==> config.mk <==
export PLATFORM = sky130hd
export DESIGN_NAME = hex_ascii_serializer
export DESIGN_NICKNAME = d
export VERILOG_FILES = /design/src/rtl/hex_ascii_serializer_pkg.sv /design/src/rtl/hex_ascii_serializer_digit.sv /design/src/rtl/hex_ascii_serializer.sv
export SDC_FILE = /design/constraint.sdc
export NUM_CORES = 1
export LEC_CHECK = 0
export BUFFER_PORTS_ARGS = -buffer_cell sky130_fd_sc_hd__buf_2
export CORE_MARGIN = 3
export CORE_UTILIZATION = 59
export DETAILED_ROUTE_END_ITERATION = 16
export PLACE_DENSITY = 0.91
export SYNTH_ARGS = -nofsm -noshare
export SYNTH_HDL_FRONTEND = slang
export SYNTH_HIERARCHICAL = 1
export SYNTH_SLANG_ARGS = --single-unit
==> constraint.sdc <==
create_clock -name clk -period 4.25 [get_ports clk]
set_input_delay 0.6375 -clock clk [delete_from_list [all_inputs] [get_ports clk]]
set_output_delay 0.6375 -clock clk [all_outputs]
set_load 0.03 [all_outputs]
==> src/rtl/hex_ascii_serializer_pkg.sv <==
// Shared constants and state encoding for the hex-dump serializer.
package hex_ascii_serializer_pkg;
  localparam logic [7:0] ASCII_CR       = 8'h0D;
  localparam logic [7:0] ASCII_LF       = 8'h0A;
  localparam logic [7:0] HEX_DIGIT_BASE = 8'h30;
  localparam logic [7:0] HEX_LOWER_BASE = 8'h61;
  localparam logic [7:0] HEX_UPPER_BASE = 8'h41;

  localparam logic [2:0] ST_IDLE = 3'd0;
  localparam logic [2:0] ST_HEX  = 3'd1;
  localparam logic [2:0] ST_SEP  = 3'd2;
  localparam logic [2:0] ST_CR   = 3'd3;
  localparam logic [2:0] ST_LF   = 3'd4;

  typedef enum logic [2:0] {
    IDLE = ST_IDLE,
    HEX  = ST_HEX,
    SEP  = ST_SEP,
    CR   = ST_CR,
    LF   = ST_LF
  } state_e;
endpackage

==> src/rtl/hex_ascii_serializer_digit.sv <==
// Combinational nibble -> ASCII hex digit mapping.
module hex_digit_ascii
  import hex_ascii_serializer_pkg::*;
#(
  parameter bit UPPERCASE = 1'b0
) (
  input  logic [3:0] nibble,
  output logic [7:0] ascii
);
  always_comb begin
    if (nibble < 4'd10) ascii = HEX_DIGIT_BASE + {4'h0, nibble};
    else ascii = (UPPERCASE ? HEX_UPPER_BASE : HEX_LOWER_BASE) + {4'h0, nibble} - 8'd10;
  end
endmodule

==> src/rtl/hex_ascii_serializer.sv <==
// Streams WIDTH-bit words as ASCII hex, MSB nibble first, with separators
// between words and CR/LF every LINE_WORDS words or on a flush request.
module hex_ascii_serializer
  import hex_ascii_serializer_pkg::*;
#(
  parameter int         WIDTH      = 32,
  parameter bit         UPPERCASE  = 1'b0,
  parameter bit         SEP_EN     = 1'b1,
  parameter logic [7:0] SEPARATOR  = 8'h20,
  parameter int         LINE_WORDS = 8
) (
  input  logic             clk,
  input  logic             reset,
  input  logic [WIDTH-1:0] in_data,
  input  logic             in_valid,
  output logic             in_ready,
  input  logic             flush,
  output logic [7:0]       out_char,
  output logic             out_valid,
  input  logic             out_ready,
  output logic             busy
);
  localparam int NIBBLES = WIDTH / 4;
  localparam int CW      = (NIBBLES > 1) ? $clog2(NIBBLES) : 1;

  state_e           state, state_d;
  logic [WIDTH-1:0] shreg, shreg_d;
  logic [CW-1:0]    nib_cnt, nib_cnt_d;
  logic [7:0]       word_cnt, word_cnt_d;
  logic             flush_q, flush_pend, flush_d;
  logic [7:0]       digit, char_d;

  // A flush pulse counts as pending in the cycle it arrives, so IDLE can
  // react immediately and a coincident word is held off.
  assign flush_pend = flush_q || flush;
  assign in_ready   = (state == IDLE) && !flush_pend && !reset;
  assign busy       = (state != IDLE) || flush_pend;

  hex_digit_ascii #(.UPPERCASE(UPPERCASE)) u_digit (
    .nibble(shreg_d[WIDTH-1 -: 4]),
    .ascii (digit)
  );

  always_comb begin
    state_d    = state;
    shreg_d    = shreg;
    nib_cnt_d  = nib_cnt;
    word_cnt_d = word_cnt;
    flush_d    = flush_pend;
    case (state)
      IDLE: begin
        if (flush_pend) begin
          if (word_cnt != 8'd0) state_d = CR;
          else flush_d = 1'b0;
        end else if (in_valid) begin
          shreg_d    = in_data;
          nib_cnt_d  = CW'(NIBBLES - 1);
          state_d    = HEX;
          word_cnt_d = (word_cnt == 8'(LINE_WORDS)) ? word_cnt : word_cnt + 8'd1;
        end
      end
      HEX: if (out_ready) begin
        shreg_d   = shreg << 4;
        nib_cnt_d = nib_cnt - CW'(1);
        if (nib_cnt == '0) begin
          if (word_cnt == 8'(LINE_WORDS)) state_d = CR;
          else if (SEP_EN)                state_d = SEP;
          else                            state_d = IDLE;
        end
      end
      SEP: if (out_ready) state_d = IDLE;
      CR:  if (out_ready) state_d = LF;
      LF: if (out_ready) begin
        state_d    = IDLE;
        word_cnt_d = 8'd0;
        flush_d    = 1'b0;
      end
      default: state_d = IDLE;
    endcase
  end

  // Output character is precomputed from the next state so out_char/out_valid
  // come straight from flops; a stall leaves state and shreg unchanged.
  always_comb begin
    char_d = out_char;
    case (state_d)
      HEX:     char_d = digit;
      SEP:     char_d = SEPARATOR;
      CR:      char_d = ASCII_CR;
      LF:      char_d = ASCII_LF;
      default: char_d = out_char;
    endcase
  end

  always_ff @(posedge clk) begin
    if (reset) begin
      state     <= IDLE;
      shreg     <= '0;
      nib_cnt   <= '0;
      word_cnt  <= 8'd0;
      flush_q   <= 1'b0;
      out_valid <= 1'b0;
      out_char  <= 8'h00;
    end else begin
      state     <= state_d;
      shreg     <= shreg_d;
      nib_cnt   <= nib_cnt_d;
      word_cnt  <= word_cnt_d;
      flush_q   <= flush_d;
      out_valid <= (state_d != IDLE);
      if (state_d != IDLE) out_char <= char_d;
    end
  end
endmodule
Word-level counts from Yosys, hierarchy flattened
Cells that the tools add are included.
{"block": "classes", "add_sub_neg": 5, "n_lt_le_gt_ge": 1, "n_eq_ne": 14, "muxes": 28, "n_reduce_logical": 18}
{"op": "32-bit two-way mux", "n": 3}
{"op": "32-bit case mux with 2 select lines", "n": 1}
{"op": "8-bit two-way mux", "n": 5}
{"op": "8-bit case mux with 4 select lines", "n": 1}
{"op": "3-bit two-way mux", "n": 10}
{"op": "8-bit case mux with 2 select lines", "n": 1}
{"op": "3-bit by 2-bit == test with 1-bit output, second input constant", "n": 4}
{"op": "3-bit case mux with 4 select lines", "n": 1}
{"op": "2-bit != test, second input constant", "n": 5}
{"op": "7-bit by 4-bit adder with 8-bit output, first input constant", "n": 1}
{"op": "8-bit by 1-bit adder with 8-bit output, second input constant", "n": 1}
{"op": "8-bit by 4-bit == test with 1-bit output, second input constant", "n": 1}
{"op": "8-bit nonzero test", "n": 1}
{"op": "8-bit by 4-bit subtractor with 8-bit output, second input constant", "n": 1}
{"op": "6-bit by 4-bit adder with 7-bit output, first input constant", "n": 1}
{"op": "3-bit by 1-bit == test with 1-bit output, second input constant", "n": 2}
{"op": "3-bit == test, second input constant", "n": 2}
{"op": "3-bit logical NOT", "n": 2}
{"op": "3-bit case mux with 2 select lines", "n": 1}
{"op": "3-bit nonzero test", "n": 2}
{"op": "5-bit AND reduction", "n": 1}
{"op": "4-bit < comparator, second input constant", "n": 1}
{"op": "1-bit two-way mux", "n": 4}
{"op": "4-bit AND reduction", "n": 1}
{"op": "other kinds (9)", "n": 13}
{"block": "word_totals", "regBits": 56, "input_bits": 37, "output_inout_bits": 11}

Logic depth before layout (Yosys ltp)
{"block": "logic_depth", "word_depth": 8, "ltp_mapped": 11, "ltp_nobuf": 10}

Modules after synthesis
Netlist, hierarchy kept.
{"module": "hex_ascii_serializer", "instances": 1, "cells_per_inst": 283, "area_per_inst_um2": 2471.1, "seq_area_each_um2": 1121.1}
{"module": "hex_digit_ascii", "instances": 1, "cells_per_inst": 17, "area_per_inst_um2": 122.6, "seq_area_each_um2": 0.0}

Worst setup path before layout
Ideal clock, no wire load.
{"block": "synth_path", "kind": "input to register", "start": "in flush", "end": "reg out_char[2]", "arrival_time_ns": 2.291, "required_ns": 4.158, "setup_slack_ns": 1.867, "path_stages": 11, "path_buffers": 1, "path_cell_list": "nor2_1 > and4b_4 > buf_2 > a22o_1 > a21o_1 > inv_1 > ha_1 > a21bo_2 > o21ai_0 > o22ai_1 > o32ai_1"}
{"block": "synth_via", "elab_chain_cells": 7}
{"item": "start, declared", "line_no": "hex_ascii_serializer.sv:17", "rtl": "input logic flush,"}
{"item": "1-bit logical OR (*)", "line_no": "hex_ascii_serializer.sv:35", "rtl": "assign flush_pend = flush_q || flush;"}
{"item": "32-bit two-way mux (*)", "line_no": "hex_ascii_serializer.sv:52", "rtl": "if (flush_pend) begin"}
{"item": "32-bit case mux with 2 select lines (*)", "line_no": "hex_ascii_serializer.sv:50", "rtl": "case (state)"}
{"item": "net shreg_d[29]", "line_no": "hex_ascii_serializer.sv:27", "rtl": "logic [WIDTH-1:0] shreg, shreg_d;"}
{"item": "7-bit by 4-bit adder with 8-bit output", "line_no": "hex_ascii_serializer_digit.sv:12", "rtl": "else ascii = (UPPERCASE ? HEX_UPPER_BASE : HEX_LOWER_BASE) + {4'h0, nibble} - 8'd10;"}
{"item": "8-bit by 4-bit subtractor with 8-bit output", "line_no": "hex_ascii_serializer_digit.sv:12"}
{"item": "8-bit two-way mux (*)", "line_no": "hex_ascii_serializer_digit.sv:11", "rtl": "if (nibble < 4'd10) ascii = HEX_DIGIT_BASE + {4'h0, nibble};"}
{"item": "net digit[2]", "line_no": "hex_ascii_serializer.sv:31", "rtl": "logic [7:0] digit, char_d;"}
{"item": "8-bit case mux with 4 select lines (*)", "line_no": "hex_ascii_serializer.sv:86", "rtl": "case (state_d)"}
{"item": "end signal, assigned", "line_no": "hex_ascii_serializer.sv:111", "rtl": "if (state_d != IDLE) out_char <= char_d;"}
{"item": "end, declared", "line_no": "hex_ascii_serializer.sv:18", "rtl": "output logic [7:0] out_char,"}
Mark *: on every way through the listed nets, which the timed path passes. The rest lies on a longest branch. The select of a mux whose other input is x is not followed.
A chain may end at the register's enable or synchronous reset.

Final worst setup path
{"block": "layout_path", "start": "reg state[1]", "end": "reg out_char[2]"}
{"block": "layout_via", "elab_chain_cells": 6}
{"item": "start, declared", "line_no": "hex_ascii_serializer.sv:26", "rtl": "state_e state, state_d;"}
{"item": "start signal, assigned", "line_no": "hex_ascii_serializer.sv:105", "rtl": "state <= state_d;"}
{"item": "3-bit by 1-bit == test with 1-bit output or 3-bit logical NOT (tied branches)", "line_no": "hex_ascii_serializer.sv:50"}
{"item": "32-bit case mux with 2 select lines (*)", "line_no": "hex_ascii_serializer.sv:50"}
{"item": "net shreg_d[29]", "line_no": "hex_ascii_serializer.sv:27"}
{"item": "7-bit by 4-bit adder with 8-bit output", "line_no": "hex_ascii_serializer_digit.sv:12"}
{"item": "8-bit by 4-bit subtractor with 8-bit output", "line_no": "hex_ascii_serializer_digit.sv:12"}
{"item": "8-bit two-way mux (*)", "line_no": "hex_ascii_serializer_digit.sv:11"}
{"item": "net digit[2]", "line_no": "hex_ascii_serializer.sv:31"}
{"item": "8-bit case mux with 4 select lines (*)", "line_no": "hex_ascii_serializer.sv:86"}
Mark *: on every way through the listed nets, which the timed path passes. The rest lies on a longest branch.

==> impl_metrics.yaml <==
min_path:
  whs_endpoint: "shreg[23]$_SDFFE_PP0P_"
  min-delay-start: "shreg[23]$_SDFFE_PP0P_"
  holdPathStages: 2
  hp-class: "reg -> reg"
placement:
  io_buffers: 47
  dp_hpwl_um: 3610
  pre_cts_ws_ns: 0.884
  gp_congestion: 0.805
die:
  start_util_pct: 63.0
  io_pins: 48
  die_y_um: 72.3
  die_w_um: 72.3
  num_rows: 23
  coreArea_um2: 4120
  fp.dieArea_um2: 5230
worst_setup_path:
  cp_slowest_stage_delay_ns: 0.95
  path_max_fanout: 40
  critical_path_arrival_ns: 3.38
  worst_setup_path_end_kind: "flip-flop"
  cp_common_cell: "nor2_2"
  r2r-end: "out_char[2]$_SDFFE_PP0P_"
  rr_worst_depth: 10
  cp-start-kind: "flip-flop"
  regToRegSetupSlack_ns: 1.09
  worstPathCellList: "nor2_2, and4b_4, nor2_2, a21o_1, inv_1, ha_1, a21bo_2, o21ai_0, o22ai_1, o32ai_1"
  critPathKind: "reg -> reg"
  crit_required_ns: 4.47
  reg2reg_from: "state[1]$_SDFF_PP0_"
  slowest_stage: "nor2_2"
layout:
  synthToLayoutAreaGrowth_pct: 13.3
  num-nets-final: 376
  ff_latch_area_um2: 1120
  drive_above_1_share_pct: 22.1
  layout_common_cells: "56 x dfxtp_1, 47 x buf_2, 37 x a21oi_1"
  multi_input_area_um2: 1360
  mostFrequentLayoutCell: "dfxtp_1"
  num_antenna_cells: 0
  fill_cells: 332
timing:
  fmax_mhz: 316
  hold_violations: 0
  setup_tns_ns: 0
  clock-skew-final_ns: 0.0103
  rsz0062_at_grt: "no"
  post-route-period-util_pct: 74.4
  slew_violations: 0
  max-slew-margin-rel_pct: 20.3
  final-setup-viol-count: 0
  tightest_slew_ns: 1.19
  layout_min_cycle_time_ns: 3.16
  setup_ws_ns: 1.09
logic_synthesis:
  ys_types: 52
  netlist_area_um2: 2590
  synthTopCellsByArea: "dfxtp_1 43%, a22oi_1 8.4%, a21oi_1 7.1%"
  synthFlopType: "dfxtp_1"
  avgSynthCellArea_um2: 8.65
  synth_top_area_share_pct: 43.2
  synth-seq-area-share_pct: 43.2
  synth-edff-count: 0
  yosysWarnings: 6
  synth.largest_area_cell: "dfxtp_1"
  synthArstFlopShare_pct: 0
  synth_cells: 300
  syn_nets: 342
  ys_ff_latch: 56
global_route:
  grt_util_all_layers_pct: 21.0
  grt_use_met3_pct: 4.16
  antenna_found_initial: 0
  grt_pass1_vias: 2070
  grt_first_pass_wirelength_um: 8860
  top_usage_layer: "met2"
  use_met2_pct: 35.5
  grt_overflow_total: 0
  use_met1_pct: 26.9
  grt_max_degree: 51
cts:
  clk_pin_slew_ns: 0.09
  cts_tree: "done"
  cts_hold_buffers: 0
  cts_resized: 0
  cts_buffers: 5
  clock-sinks: 56
  postCtsSetupBuffers: 0
  h-tree-depth: 2
  clkLatencyLatePin_ns: 0.32
  root_buffer: "clkbuf_8"
  clock_path_buffers: 2
route:
  drt-total-wl_um: 5350
  vias: 2299
  postRouteAntennaNets: 0
  drtIter0Drc: 131
  avgViaCountPerCell: 5.97
  dr.pass1.iters: 4
  wl_per_cell_um: 13.9
  drcViolationCount: 0
power:
  leakagePower_nw: 1.13
  p_per_area_nw_per_um2: 462
  peakVddDrop_mv: 0.297
flow_run:
  max_cap_violations: 0
status:
  outcome: "complete, no violations"
## registers in the layout (all words and copies together), names as in the netlist
name	cells
shreg	32
out_valid	1
out_char	8
nib_cnt	3
flush_q	1
state	3
word_cnt	8
## cells by family after synthesis
family,count (synthesis),synth area share (%)
XOR/XNOR,3,1.30
multiplexers,1,0.434
flip-flops,56,43.2
other,2,0.290
AO/OA/AOI/OAI,111,28.8
buffers and inverters,28,4.92
adder cells (fa/ha/maj),5,2.41
AND/OR/NAND/NOR,94,18.6
## worst max-delay path: cells and delay by family, from the launching register on
kind | cells | cell delay (ns)
adders and majority gates | 1 | 0.21
buffers and inverters | 1 | 0.07
AOI/OAI and AO/OA | 5 | 0.87
and+or+nand+nor | 3 | 1.40
DFF | 1 | 0.51
## worst max-delay path by stage
stage          slack [ns]                       end  depth (start not counted)                start
2_1_floorplan        1.87  out_char[2]$_SDFFE_PP0P_                         11                flush
3_3_place_gp         0.94  out_char[2]$_SDFFE_PP0P_                         11                flush
3_5_place_dp         0.88  out_char[2]$_SDFFE_PP0P_                         11                flush
4_1_cts              1.08  out_char[2]$_SDFFE_PP0P_                         10  state[1]$_SDFF_PP0_
5_1_grt              0.80  out_char[2]$_SDFFE_PP0P_                         10  state[1]$_SDFF_PP0_
6_report             1.09  out_char[2]$_SDFFE_PP0P_                         10  state[1]$_SDFF_PP0_
## layer usage
layer | vias up | share of wire (%)
met5 | - | 0
met4 | 0 | 1.3
met3 | 7 | 4.7
met2 | 52 | 49
met1 | 1082 | 45
li1 | 1158 | -
## power breakdown
part           total, W  internal (W)  switching [W]
logic          0.000364      0.000133       0.000231
clock network  0.000379      0.000208       0.000171
registers      0.000614      0.000582      0.0000328
total           0.00136      0.000922       0.000435
## stage by stage
step	power [W]	area, um2	hold slack [ns]	utilization (%)	cells
global route	0.00143	2940	0.479	71.4	385
global placement	0.000977	2810	0.443	68.3	377
finish	0.00136	2940	0.460	71.4	385
detailed placement	0.000986	2810	0.449	68.3	377
CTS	0.00136	2940	0.463	71.4	385
floorplan	0.000902	2590	0.437	-	300
## synthesized netlist by cell type (3+ instances only)
master	n
nand3_1	5
clkbuf_1	7
o21ai_0	6
nand2b_1	3
nand4_1	6
a211oi_1	4
a22oi_1	29
nor3_1	3
nor2b_1	8
a21oi_2	3
or3_1	4
a21o_1	4
nand2_1	36
buf_2	11
dfxtp_1	56
ha_1	5
a22o_1	4
o21ai_1	5
a21oi_1	37
nor2_1	16
inv_1	7
## area by class of cell
class / count / area share, %
clock inverters: 1 / 1.02
repair buffers: 48 / 8.26
multi-input cells: 216 / 46.3
inverters: 7 / 0.894
well taps: 50 / 2.13
flip-flops and latches: 56 / 38.1
clock buffers: 7 / 3.28
(Power assumes the default switching activity.)
